## src/rtl/pll_lock_monitor.sv

```systemverilog
// PLL frequency/lock monitor: counts CLKI cycles over REF_PERIODS reference edges.
// Optional reference-loss watchdog: define PLL_LOCK_MONITOR_REF_LOSS_TIMEOUT_EN.
module pll_lock_monitor #(
   parameter int REF_PERIODS = 16,
   parameter int EXP_COUNT   = 128,
   parameter int TOL         = 2,
   parameter int LOCK_GOOD   = 4,
   parameter int TIMEOUT     = 1024
) (
   input  logic        CLKI,
   input  logic        RST,
   input  logic        REF_IN,
   input  logic        FAULT_CLR,
   output logic        LOCK,
   output logic [15:0] COUNT,
   output logic        COUNT_VLD,
   output logic        FAULT,
   output logic        REF_LOSS
);

   typedef enum logic {WAIT, MEAS} state_t;

   localparam logic [15:0] SAT      = 16'hFFFF;
   localparam logic [15:0] RP_M1    = 16'(REF_PERIODS - 1);
   localparam logic [15:0] GOOD_MAX = 16'(LOCK_GOOD);
   localparam logic [15:0] GOOD_M1  = 16'(LOCK_GOOD - 1);
   localparam logic signed [16:0] EXP_S = 17'(EXP_COUNT);
   localparam logic signed [16:0] TOL_S = 17'(TOL);

   state_t state, state_nxt;

   logic        ref_s1, ref_s2, ref_d, ref_rise;
   logic [15:0] cnt, cnt_nxt;
   logic [15:0] edges, edges_nxt;
   logic [15:0] good_cnt;
   logic [15:0] cap;
   logic        win_end, good, loss_evt;
   logic signed [16:0] diff;

   // Synchronizer carries no reset so a high REF_IN cannot fake an edge.
   always_ff @(posedge CLKI) begin
      ref_s1 <= REF_IN;
      ref_s2 <= ref_s1;
      ref_d  <= ref_s2;
   end

   always_ff @(posedge CLKI) begin
      if (RST) ref_rise <= 1'b0;
      else     ref_rise <= ref_s2 & ~ref_d;
   end

`ifdef PLL_LOCK_MONITOR_REF_LOSS_TIMEOUT_EN
   logic [15:0] idle;

   assign loss_evt = !ref_rise && (idle == 16'(TIMEOUT - 1));

   always_ff @(posedge CLKI) begin
      if (RST) begin
         idle     <= '0;
         REF_LOSS <= 1'b0;
      end else begin
         if (ref_rise)         idle <= '0;
         else if (idle != SAT) idle <= idle + 16'd1;
         if (loss_evt)         REF_LOSS <= 1'b1;
         else if (ref_rise)    REF_LOSS <= 1'b0;
      end
   end
`else
   // Without the watchdog TIMEOUT has no effect and loss never fires.
   assign loss_evt = (TIMEOUT < 0);
   assign REF_LOSS = 1'b0;
`endif

   always_ff @(posedge CLKI) begin
      if (RST) state <= WAIT;
      else     state <= state_nxt;
   end

   always_comb begin
      state_nxt = state;
      cnt_nxt   = cnt;
      edges_nxt = edges;
      win_end   = 1'b0;
      cap       = (cnt == SAT) ? SAT : cnt + 16'd1;
      unique case (state)
         WAIT: begin
            if (ref_rise) begin
               cnt_nxt   = '0;
               edges_nxt = '0;
               state_nxt = MEAS;
            end
         end
         MEAS: begin
            cnt_nxt = cap;
            if (ref_rise) begin
               if (edges == RP_M1) begin
                  win_end   = 1'b1;
                  cnt_nxt   = '0;
                  edges_nxt = '0;
               end else begin
                  edges_nxt = edges + 16'd1;
               end
            end
         end
      endcase
      if (loss_evt) state_nxt = WAIT;
   end

   assign diff = $signed({1'b0, cap}) - EXP_S;
   assign good = (cap != SAT) && (diff <= TOL_S) && (diff >= -TOL_S);

   always_ff @(posedge CLKI) begin
      if (RST) begin
         cnt       <= '0;
         edges     <= '0;
         good_cnt  <= '0;
         LOCK      <= 1'b0;
         COUNT     <= '0;
         COUNT_VLD <= 1'b0;
         FAULT     <= 1'b0;
      end else begin
         cnt       <= cnt_nxt;
         edges     <= edges_nxt;
         COUNT_VLD <= win_end;
         if (win_end) COUNT <= cap;
         if (loss_evt) begin
            good_cnt <= '0;
            LOCK     <= 1'b0;
         end else if (win_end && good) begin
            if (good_cnt != GOOD_MAX) good_cnt <= good_cnt + 16'd1;
            if (good_cnt >= GOOD_M1)  LOCK <= 1'b1;
         end else if (win_end) begin
            good_cnt <= '0;
            LOCK     <= 1'b0;
         end
         // A new fault outranks a simultaneous clear.
         if (LOCK && (loss_evt || (win_end && !good))) FAULT <= 1'b1;
         else if (FAULT_CLR)                           FAULT <= 1'b0;
      end
   end

endmodule

```

## config.mk

```make
export PLATFORM = sky130hd
export DESIGN_NAME = pll_lock_monitor
export DESIGN_NICKNAME = d
export VERILOG_FILES = /design/src/rtl/pll_lock_monitor.sv
export SDC_FILE = /design/constraint.sdc
export NUM_CORES = 1
export LEC_CHECK = 0
export CORE_MARGIN = 3
export CORE_UTILIZATION = 40
export CTS_BUF_LIST = sky130_fd_sc_hd__clkbuf_8
export DETAILED_ROUTE_END_ITERATION = 6
export GPL_ROUTABILITY_DRIVEN = 0
export SYNTH_ARGS = -nofsm -noshare
export SYNTH_HDL_FRONTEND = slang
export SYNTH_SLANG_ARGS = --single-unit
```

## constraint.sdc

```tcl
create_clock -name CLKI -period 5 [get_ports CLKI]
set_clock_uncertainty 0.15 [all_clocks]
set_input_delay 0.5 -clock CLKI [delete_from_list [all_inputs] [get_ports CLKI]]
set_output_delay 0.5 -clock CLKI [all_outputs]
set_load 0.02 [all_outputs]
```

# == Word level (Yosys, flattened, before mapping) ==
# Cells that the tools add are included.
# totals
latchBits,0
output_inout_bits,20
memories,0
mem_bits_rw,0
mem_bits_ro,0
elab_cells,62
register_bits,72
# op_classes
div,0
reduce_logical,11
n_mul,0
n_lt_le_gt_ge,3
n_mux,21
add_sub_neg,4
eq_ne,8
bitwise_logic,3
shift,0
# ops
operator,n
two-way mux 16 bit,9
case mux 16 bit (2 select lines),2
"adder 16 x 1 -> 16 bit, second input constant",3
"greater-or-equal comparator 17 x 2 -> 1 bit, second input constant",1
"less-or-equal comparator 17 x 3 -> 1 bit, second input constant",1
"subtractor 16 x 8 -> 17 bit, second input constant",1
"== test 16 bit, second input constant",1
"== test 16 x 4 -> 1 bit, second input constant",1
"greater-or-equal comparator 16 x 2 -> 1 bit, second input constant",1
"!= test 16 bit, second input constant",1
"!= test 16 x 3 -> 1 bit, second input constant",1
two-way mux 1 bit,10
"!= test 2 x 1 -> 1 bit, second input constant",3
AND reduction 2 bit,3
logical AND 1 bit,5
nonzero test 2 bit,2
"!= test 2 bit, second input constant",1
NOT 1 bit,2
bitwise AND 1 bit,1
logical NOT 1 bit,1

# == Logic depth before layout (Yosys ltp) ==
# Gate-level depths: netlist of the first run.
# logic_depth
depth_word,10
mapped_depth,15

# == Worst setup path before layout of the first run ==
# No wires, ideal clock.
# synth_timing
path_kind,reg2reg
start,reg cnt[0]
end,reg good_cnt[4]
n_path_buf,1
stages_incl_launch_ff,15
period_less_slack_ns,3.441
arrival_ns,3.196
setup_time_ns,0.096
slack_ns,1.559
cell_sequence,dfxtp_1 > ha_1 > buf_2 > nand4_4 > nor3_2 > o31ai_4 > ha_1 > nand4b_1 > or3_1 > o221ai_1 > nor4b_1 > o221ai_2 > a211oi_4 > nor2_2 > o41ai_2
# synth_via
elab_chain_cells,9
# synth_rtl
element,line,text
from (decl),33,"logic [15:0] cnt, cnt_nxt;"
from (signal assigned),122,cnt <= cnt_nxt;
adder 16 x 1 -> 16 bit or == test 16 bit (tied branches),84,cap = (cnt == SAT) ? SAT : cnt + 16'd1;
two-way mux 16 bit *,84,
subtractor 16 x 8 -> 17 bit,109,"assign diff = $signed({1'b0, cap}) - EXP_S;"
less-or-equal comparator 17 x 3 -> 1 bit,110,assign good = (cap != SAT) && (diff <= TOL_S) && (diff >= -TOL_S);
logical AND 1 bit,110,
logical AND 1 bit *,110,
logical AND 1 bit *,129,end else if (win_end && good) begin
!= test 2 x 1 -> 1 bit (no source line) or nonzero test 2 bit (tied branches),n/a,
AND reduction 2 bit (no source line),n/a,
to (signal assigned),130,if (good_cnt != GOOD_MAX) good_cnt <= good_cnt + 16'd1;
to (decl),35,logic [15:0] good_cnt;
# Mark *: on every way between the ends. The rest lies on a longest branch, timed or not.
# A chain may end at the register's enable or synchronous reset.

# == Worst setup path after layout of the first run ==
# Ends and elaborated chain as after synthesis.

==> results of run 1 <==
-- state kept, by name, summed over array words and instances (netlist names) --
name,flops
state,1
ref_s1,1
LOCK,1
good_cnt,16
ref_rise,1
ref_d,1
cnt,16
edges,16
COUNT_VLD,1
FAULT,1
ref_s2,1
COUNT,16
-- cell families (layout without fill, tap and decap cells) --
| logic type | Yosys count | after routing | synth area share, % |
|---|---|---|---|
| simple gates | 247 | 247 | 33.5 |
| compound gates | 100 | 100 | 17.1 |
| flops | 72 | 72 | 35.7 |
| buf+inv | 41 | 52 | 4.65 |
| xor+xnor | 22 | 22 | 4.96 |
| fa+ha+maj | 7 | 7 | 2.17 |
| mux | 7 | 7 | 1.86 |
| other cells | 1 | 1 | 0.0928 |
-- synthesized netlist by cell type (8+ instances only) --
master     n
a21oi_1   25
a22oi_1   10
and3_1    12
clkbuf_1  19
dfxtp_1   72
inv_1      9
nand2_1   35
nand2b_1  15
nand3_1   13
nand4_1   17
nor2_1    75
nor3_1    19
nor4_1    18
o21ai_0   15
o21ai_1    8
o22ai_1   13
xnor2_1    9
xor2_1    12
-- worst max-delay path, delay by kind of cell (launching register included) --
| family | cells | cell delay [ns] |
|---|---|---|
| compound gates | 5 | 1.29 |
| simple gates | 6 | 1.47 |
| flops | 1 | 0.48 |
| fa+ha+maj | 2 | 0.69 |
-- power groups by stage --
| stage | logic [mW] | registers (mW) | clock network, mW |
|---|---|---|---|
| after floorplan | 0.0247 | 0.592 | 0 |
| after global placement | 0.0314 | 0.593 | 0 |
| after detailed placement | 0.0314 | 0.593 | 0 |
| after CTS | 0.0315 | 0.580 | 0.421 |
| after global routing | 0.0342 | 0.580 | 0.443 |
| final | 0.0314 | 0.580 | 0.404 |
-- how the worst max path moves through the flow --
stage                      start           to  cells after the start
after detailed placement  cnt[0]  good_cnt[4]                     13
after global routing      cnt[0]  good_cnt[4]                     13
after global placement    cnt[0]  good_cnt[4]                     13
final                     cnt[0]  good_cnt[4]                     13
after CTS                 cnt[0]  good_cnt[4]                     13
after floorplan           cnt[0]  good_cnt[4]                     14
-- stage by stage --
step | hold WS (ns) | util (%) | setup WS (ns)
floorplan | 0.160 | - | 1.56
global placement | 0.164 | 43.9 | 0.908
detailed placement | 0.163 | 43.9 | 0.794
CTS | 0.180 | 45.6 | 0.813
global route | 0.192 | 45.6 | 0.448
finish | 0.178 | 45.6 | 0.822
-- layer usage --
metal / track usage, % / part of all wire [%] / vias up
li1: - / - / 1822
met1: 22.7 / 48 / 1692
met2: 28.6 / 48 / 40
met3: 2.79 / 2.5 / 11
met5: 0 / 0 / -
met4: 7.58 / 1.6 / 0
-- placed cells by master (no fill, tap or decap), types with 3 or more instances in the layout --
master / synthesis / routed
nor2_1: 75 / 74
dfxtp_1: 72 / 72
nand2_1: 35 / 35
a21oi_1: 25 / 25
clkdlybuf4s50_1: 0 / 21
nor3_1: 19 / 19
nor4_1: 18 / 18
nand4_1: 17 / 17
o21ai_0: 15 / 15
nand2b_1: 15 / 15
nand3_1: 13 / 13
o22ai_1: 13 / 13
and3_1: 12 / 12
xor2_1: 12 / 12
inv_1: 9 / 11
a22oi_1: 10 / 10
clkbuf_8: 0 / 10
xnor2_1: 9 / 9
o21ai_1: 8 / 8
or3_1: 7 / 7
ha_1: 7 / 7
nor3b_1: 5 / 5
buf_4: 6 / 5
nand3_2: 4 / 4
or4_1: 4 / 4
mux2_2: 4 / 4
nor4b_1: 4 / 4
a311oi_1: 4 / 4
clkinv_2: 0 / 4
mux2i_1: 3 / 3
a31oi_1: 3 / 3
a211oi_1: 3 / 3
-- final cells by class --
class,count,area [um2]
multi-input cells,384,2410
repair buffers,27,253
fillers,992,5350
well taps,133,166
clock buffers,10,138
clock inverters,6,27.5
flip-flops and latches,72,1440
inverters,9,33.8
==> impl_metrics.yaml, run 1 <==
status:
  status: "complete, no violations"
setup_path:
  path_common_cell: "ha_1"
  cp_slowest_cell: "a211oi_4"
  crit_chain: "ha_1 -> nand4_4 -> nor3_2 -> o31ai_4 -> ha_1 -> nand4b_1 -> or3_1 -> o221ai_1 -> nor4b_1 -> o221ai_2 -> a211oi_4 -> nor2_2 -> o41ai_2"
  worstPathArrival_ns: 4.29
  worstPathRequired_ns: 5.11
  ff2ff_path_depth: 13
  rr_startpoint: "cnt[0]"
  r2r-end: "good_cnt[4]"
  critPathMaxFanout: 14
  endpoint_kind: "flip-flop"
  slowest_delay_ns: 0.63
  r2r_slack_ns: 0.82
  critPathLaunchType: "flip-flop"
  path_class: "reg2reg"
synth:
  yosysUniqueCellTypes: 65
  synth_seq_cells: 72
  synth_top_area_share_pct: 35.7
  yosys.area.top_type: "dfxtp_1"
  ys_warn_count: 0
  synth_fp_nets: 508
  syn_area_um2: 4040
  avgSynthCellArea_um2: 8.13
  synth.area.top_cells: "dfxtp_1 36%, nor2_1 7.0%, nand2_1 3.3%"
  async_flop_share_pct: 0
  synthFlopType: "dfxtp_1"
  synth-edff-count: 0
  syn_inst: 497
  yosysSeqAreaShare_pct: 35.7
pwr:
  seqPwrFrac_pct: 57.1
  pwr-share-clk_pct: 39.8
  swShare_pct: 24.0
  p_total_mw: 1.01
  p_leak_nw: 1.54
  power_density_nw_per_um2: 227
  net-switching-power_mw: 0.243
  peakVddDrop_mv: 0.0993
  p_int_mw: 0.771
  combPwrFrac_pct: 3.1
place:
  hpwlAfterDp_um: 6690
  io_buffers: 22
  placed_cells_incl_taps: 625
  placed_area_um2: 4310
sta:
  period_needed_ns: 4.18
  hold_viol_final: 0
  setup_viol: 0
  fmax_mhz: 239
  fin_crit_sh_pct: 83.6
  rsz0062_at_grt: "false"
  worst_pin_slew_ns: 1.12
  slew_headroom_pct: 25.0
  slew_violations: 0
  fin_tns_setup_ns: 0
detailed_routing:
  wl_um: 9560
  first_pass_iters: 4
  drc: 0
  ant_nets: 0
  wl_per_cell_um: 14.9
  vias: 3565
  vias_per_cell: 5.56
  first_iter_violations: 124
min_path:
  whs_path_depth: 0
  worstHoldEndpoint: "ref_s2"
  min_path_type: "reg2reg"
  min-delay-start: "ref_s1"
clocking:
  cts_resized: 0
  clkSlewWorstSetupHoldPaths_ns: 0.08
  cts.sink_count: 72
  worstSkewPairLatency_ns: 0.35
  cts_setup_buffers: 0
  cts-root-buf: "clkbuf_8"
  cts_tree: "yes"
  cts_hold_buf: 0
  cts_buffers: 9
  clockBufferDepth: 2
  htree_levels: 3
finish:
  design_area_um2: 4470
  finalNonFillerCells: 641
  layout-drive-gt1-share_pct: 9.65
  antennaDiodeCount: 0
  syn_to_final_growth_pct: 10.7
  nets: 514
die:
  fp.dieW_um: 107
  die_area_um2: 11300
  start_util_pct: 41.1
  rows: 36
  die_y_um: 107
  ioPinCount: 24
  core_area_um2: 9820
grt:
  overflow: 0
  grt_start_max_net_pins: 44
  first_global_vias: 3347
  grt_pass1_wl_um: 16000
  grt_antenna_before_repair: 0
  grt_util_all_layers_pct: 17.4
run:
  timing.max_cap.violations: 0
No activity file was read; power rests on OpenSTA's default activity.
==> inputs of run 2 (changes only) <==
==> constraint.sdc (replaced) <==
create_clock -name CLKI -period 3.85 [get_ports CLKI]
set_clock_uncertainty 0.15 [all_clocks]
set_input_delay 0.385 -clock CLKI [delete_from_list [all_inputs] [get_ports CLKI]]
set_output_delay 0.385 -clock CLKI [all_outputs]
set_load 0.02 [all_outputs]
==> run 2 against run 1 <==
Sequential share of layout area is 0.87 points lower. Cell area up 2.8%. Clock-buffer cell count is 1 higher. Fmax is 19% higher. Final cell count grew 1.7%. Die area is the same.
==> impl_metrics.yaml, run 2 (same netlist as run 1, synthesis figures left out) <==
status:
  status: "complete, no violations"
sta:
  fin_crit_sh_pct: 91.5
  slew_headroom_pct: 18.5
  rsz0062_at_grt: "false"
  slew_violations: 0
  fin_tns_setup_ns: 0
  period_needed_ns: 3.52
  hold_viol_final: 0
  worst_pin_slew_ns: 1.22
  fmax_mhz: 284
  setup_viol: 0
finish:
  design_area_um2: 4600
  fillers: 1003
  mostFrequentLayoutCell: "nor2_1"
  finalNonFillerCells: 652
  antennaDiodeCount: 0
  layout-drive-gt1-share_pct: 11.9
  syn_to_final_growth_pct: 13.8
  nets: 525
  final_cell_mix: "74 x nor2_1, 72 x dfxtp_1, 35 x nand2_1"
detailed_routing:
  vias: 3666
  wl_um: 9800
  vias_per_cell: 5.62
  wl_per_cell_um: 15.0
  first_iter_violations: 219
  drc: 0
  first_pass_iters: 5
  ant_nets: 0
die:
  start_util_pct: 41.1
  die_area_um2: 11300
  ioPinCount: 24
  fp.dieW_um: 107
  rows: 36
  die_y_um: 107
  core_area_um2: 9820
clocking:
  cts_resized: 0
  htree_levels: 3
  cts.sink_count: 72
  clockBufferDepth: 2
  cts_setup_buffers: 0
  cts_tree: "yes"
  cts_hold_buf: 0
  clkSlewWorstSetupHoldPaths_ns: 0.08
  worstSkewPairLatency_ns: 0.34
  cts_buffers: 9
  cts-root-buf: "clkbuf_8"
pwr:
  p_leak_nw: 1.60
  p_int_mw: 1.09
  power_density_nw_per_um2: 307
  pwr-share-clk_pct: 43.6
  peakVddDrop_mv: 0.162
  seqPwrFrac_pct: 53.3
  combPwrFrac_pct: 3.1
  swShare_pct: 22.5
  net-switching-power_mw: 0.317
grt:
  grt_pass1_wl_um: 16900
  grt_util_all_layers_pct: 18.2
  grt_start_max_net_pins: 40
  first_global_vias: 3380
  grt_antenna_before_repair: 0
  overflow: 0
setup_path:
  r2r_slack_ns: 0.33
  critPathMaxFanout: 11
  worstPathArrival_ns: 3.63
  critPathLaunchType: "flip-flop"
  worstPathRequired_ns: 3.95
  path_class: "reg2reg"
  endpoint_kind: "flip-flop"
min_path:
  min_path_type: "reg2reg"
place:
  hpwlAfterDp_um: 7100
  placed_cells_incl_taps: 636
  placed_area_um2: 4390
  io_buffers: 22
run:
  timing.max_cap.violations: 0
run 2: per-stage QoR:
step	power, mW	utilization, %	setup slack (ns)	hold slack, ns
after floorplan	0.801	-	0.409	0.160
after global placement	0.813	44.7	0.435	0.161
after detailed placement	0.813	44.7	0.320	0.164
after CTS	1.43	46.8	0.344	0.183
after global routing	1.47	46.8	0.00804	0.199
final	1.41	46.8	0.326	0.182
run 2: worst paths after layout:
| path | startpoint | to | cells past startpoint |
|---|---|---|---|
| max | cnt[4] | good_cnt[0] | 13 |
| min reg2reg | ref_s1 | ref_s2 | 0 |
| max reg2reg | cnt[4] | good_cnt[0] | 13 |
| min | ref_s1 | ref_s2 | 0 |
run 2: metal layers:
layer	GRT usage, %	vias to the layer above	share of wire (%)
li1	-	1850	-
met2	29.2	78	48
met4	5.48	0	1.3
met5	0	-	0
met3	4.25	12	4.9
met1	24.3	1726	46
run 2: area by class of cell:
cell class | count | area, um2 | share of cell area (%)
sequential | 72 | 1440 | 31.4
tap | 133 | 166 | 3.62
timing repair buffer | 38 | 335 | 7.29
multi-input combinational | 384 | 2410 | 52.5
clock buffer | 11 | 151 | 3.29
clock inverter | 5 | 55.1 | 1.20
inverter | 9 | 33.8 | 0.735
run 2: worst max-delay path: stages (launching register included):
cell and delay [ns]:
dfxtp_1 0.60, nand4_1 0.21, o21bai_1 0.25, o31ai_4 0.11, ha_1 0.31, nand4b_1 0.09, or3_1 0.31, o221ai_1 0.07
nor4b_1 0.35, o221ai_2 0.19, a211oi_4 0.35, buf_4 0.24, o22ai_1 0.10, o31ai_1 0.08
run 2: power by group through the flow:
stage	clock (mW)	sequential [mW]	combinational (mW)
2_1_floorplan	0	0.768	0.0321
3_3_place_gp	0	0.769	0.0435
3_5_place_dp	0	0.769	0.0432
4_1_cts	0.636	0.752	0.0434
5_1_grt	0.667	0.753	0.0482
6_report	0.615	0.752	0.0434
==> inputs of run 3 (changes only) <==
--- a/config.mk
+++ b/config.mk
@@ -5,9 +5,11 @@
 export SDC_FILE = /design/constraint.sdc
 export NUM_CORES = 1
 export LEC_CHECK = 0
+export CAP_MARGIN = 15
 export CORE_MARGIN = 3
 export CORE_UTILIZATION = 40
 export CTS_BUF_LIST = sky130_fd_sc_hd__clkbuf_8
+export CTS_CLUSTER_SIZE = 8
 export DETAILED_ROUTE_END_ITERATION = 6
 export GPL_ROUTABILITY_DRIVEN = 0
 export SYNTH_ARGS = -nofsm -noshare
==> run 3 against run 2 <==
Sequential cell count unchanged. Die area unchanged. Sequential share of layout area decreased by 0.077 points. Clock-buffer cell count unchanged. Worst hold slack about the same.
==> impl_metrics.yaml, run 3 (same netlist as run 1, synthesis figures left out) <==
grt:
  overflow: 0
  grt_start_max_net_pins: 40
  first_global_vias: 3380
  grt_util_all_layers_pct: 18.2
  grt_antenna_before_repair: 0
  grt_pass1_wl_um: 16900
setup_path:
  path_class: "reg2reg"
  worst_path_dominant_cell_family: "compound AO/OA/AOI/OAI gates"
  crit_chain: "nand4_1 -> o21bai_1 -> o31ai_4 -> ha_1 -> nand4b_1 -> or3_1 -> o221ai_1 -> nor4b_1 -> o221ai_2 -> a211oi_4 -> buf_4 -> o22ai_1 -> o31ai_1"
  worst-path-buf-inv: 1
  critPathLaunchType: "flip-flop"
  worstPathArrival_ns: 3.63
  worstSetupPathDepth: 13
  slowest_delay_ns: 0.60
  worstPathRequired_ns: 3.95
  endpoint_kind: "flip-flop"
  cp_slowest_cell: "dfxtp_1"
  critPathMaxFanout: 11
  ff2ff_path_depth: 13
finish:
  fillers: 1001
  seq_area_um2: 1440
  antennaDiodeCount: 0
  final_cell_mix: "74 x nor2_1, 72 x dfxtp_1, 35 x nand2_1"
  mostFrequentLayoutCell: "nor2_1"
  multiInputGateArea_um2: 2410
  syn_to_final_growth_pct: 14.1
  layout-drive-gt1-share_pct: 12.1
  nets: 526
  utilization_pct: 46.9
die:
  die_y_um: 107
  start_util_pct: 41.1
  rows: 36
  core_area_um2: 9820
  fp.dieW_um: 107
  ioPinCount: 24
  die_area_um2: 11300
pwr:
  peakVddDrop_mv: 0.162
  pwr-share-clk_pct: 43.6
  seqPwrFrac_pct: 53.2
  p_leak_nw: 1.60
  p_int_mw: 1.09
  swShare_pct: 22.6
  power_density_nw_per_um2: 307
  net-switching-power_mw: 0.319
  combPwrFrac_pct: 3.2
clocking:
  worstSkewPairLatency_ns: 0.34
  clockBufferDepth: 2
  htree_levels: 3
  cts.sink_count: 72
  clkSlewWorstSetupHoldPaths_ns: 0.08
  cts_buffers: 9
  cts_hold_buf: 0
  cts-root-buf: "clkbuf_8"
  cts_tree: "yes"
  cts_setup_buffers: 0
  cts_resized: 0
sta:
  slew_violations: 0
  worst_hold_slack_ns: 0.182
  timing.final.ws_setup_ns: 0.328
  slew_headroom_pct: 46.1
  fmax_mhz: 284
  period_needed_ns: 3.52
  setup_viol: 0
  hold_viol_final: 0
  fin_tns_setup_ns: 0
  rsz0062_at_grt: "false"
  worst_pin_slew_ns: 0.808
  fin_crit_sh_pct: 91.5
detailed_routing:
  vias_per_cell: 5.63
  ant_nets: 0
  vias: 3679
  wl_per_cell_um: 15.0
  first_pass_iters: 4
  drc: 0
  wl_um: 9780
  first_iter_violations: 213
place:
  io_buffers: 22
  hpwlAfterDp_um: 7100
  dpl_worst_slack_ns: 0.320
status:
  status: "complete, no violations"
min_path:
  whs_path_depth: 0
  min_path_type: "reg2reg"
run:
  timing.max_cap.violations: 0
## run 3: cell count changes in the layout (fill, tap and decap cells not counted), sizes merged
| cell | previous run | this run |
|---|---|---|
| buf | 17 | 18 |
## run 3: stage by stage
stage	instance area, um2	std cells	total power, mW
3_3_place_gp	4390	636	0.813
4_1_cts	4600	652	1.43
2_1_floorplan	4040	497	0.801
3_5_place_dp	4390	636	0.813
6_report	4610	653	1.41
5_1_grt	4610	653	1.47
## run 3: cell type report
cell class,instances,area share (%)
clock buffers,11,3.29
multi-input cells,384,52.4
well taps,133,3.61
inverters,9,0.733
flip-flops and latches,72,31.3
clock inverters,5,1.19
repair buffers,39,7.52
## run 3: power by group through the flow
stage	combinational [mW]	sequential, mW	clock, mW
2_1_floorplan	0.0321	0.768	0
3_3_place_gp	0.0435	0.769	0
3_5_place_dp	0.0432	0.769	0
4_1_cts	0.0434	0.752	0.636
5_1_grt	0.0501	0.753	0.667
6_report	0.0450	0.752	0.616
## run 3: metal layers
metal,share of wire (%),global-route usage [%],vias up,routed length [um]
li1,-,-,1848,-
met1,46,24.3,1741,4500
met2,48,29.2,78,4710
met3,4.6,4.25,12,448
met4,1.3,5.48,0,125
met5,0,0,-,0
## run 3: worst register-to-register path: cells and delay by family, from the launching register on
family                     cells  cell delay, ns
buffers and inverters          1            0.24
adders and majority gates      1            0.31
DFF                            1            0.60
AOI/OAI and AO/OA              7            1.15
and+or+nand+nor                4            0.96
## run 3: final timing paths
path	startpoint	end	slack (ns)
max reg2reg	cnt[4]	good_cnt[0]	0.33
max	cnt[4]	good_cnt[0]	0.33
min	ref_s1	ref_s2	0.18
min reg2reg	ref_s1	ref_s2	0.18
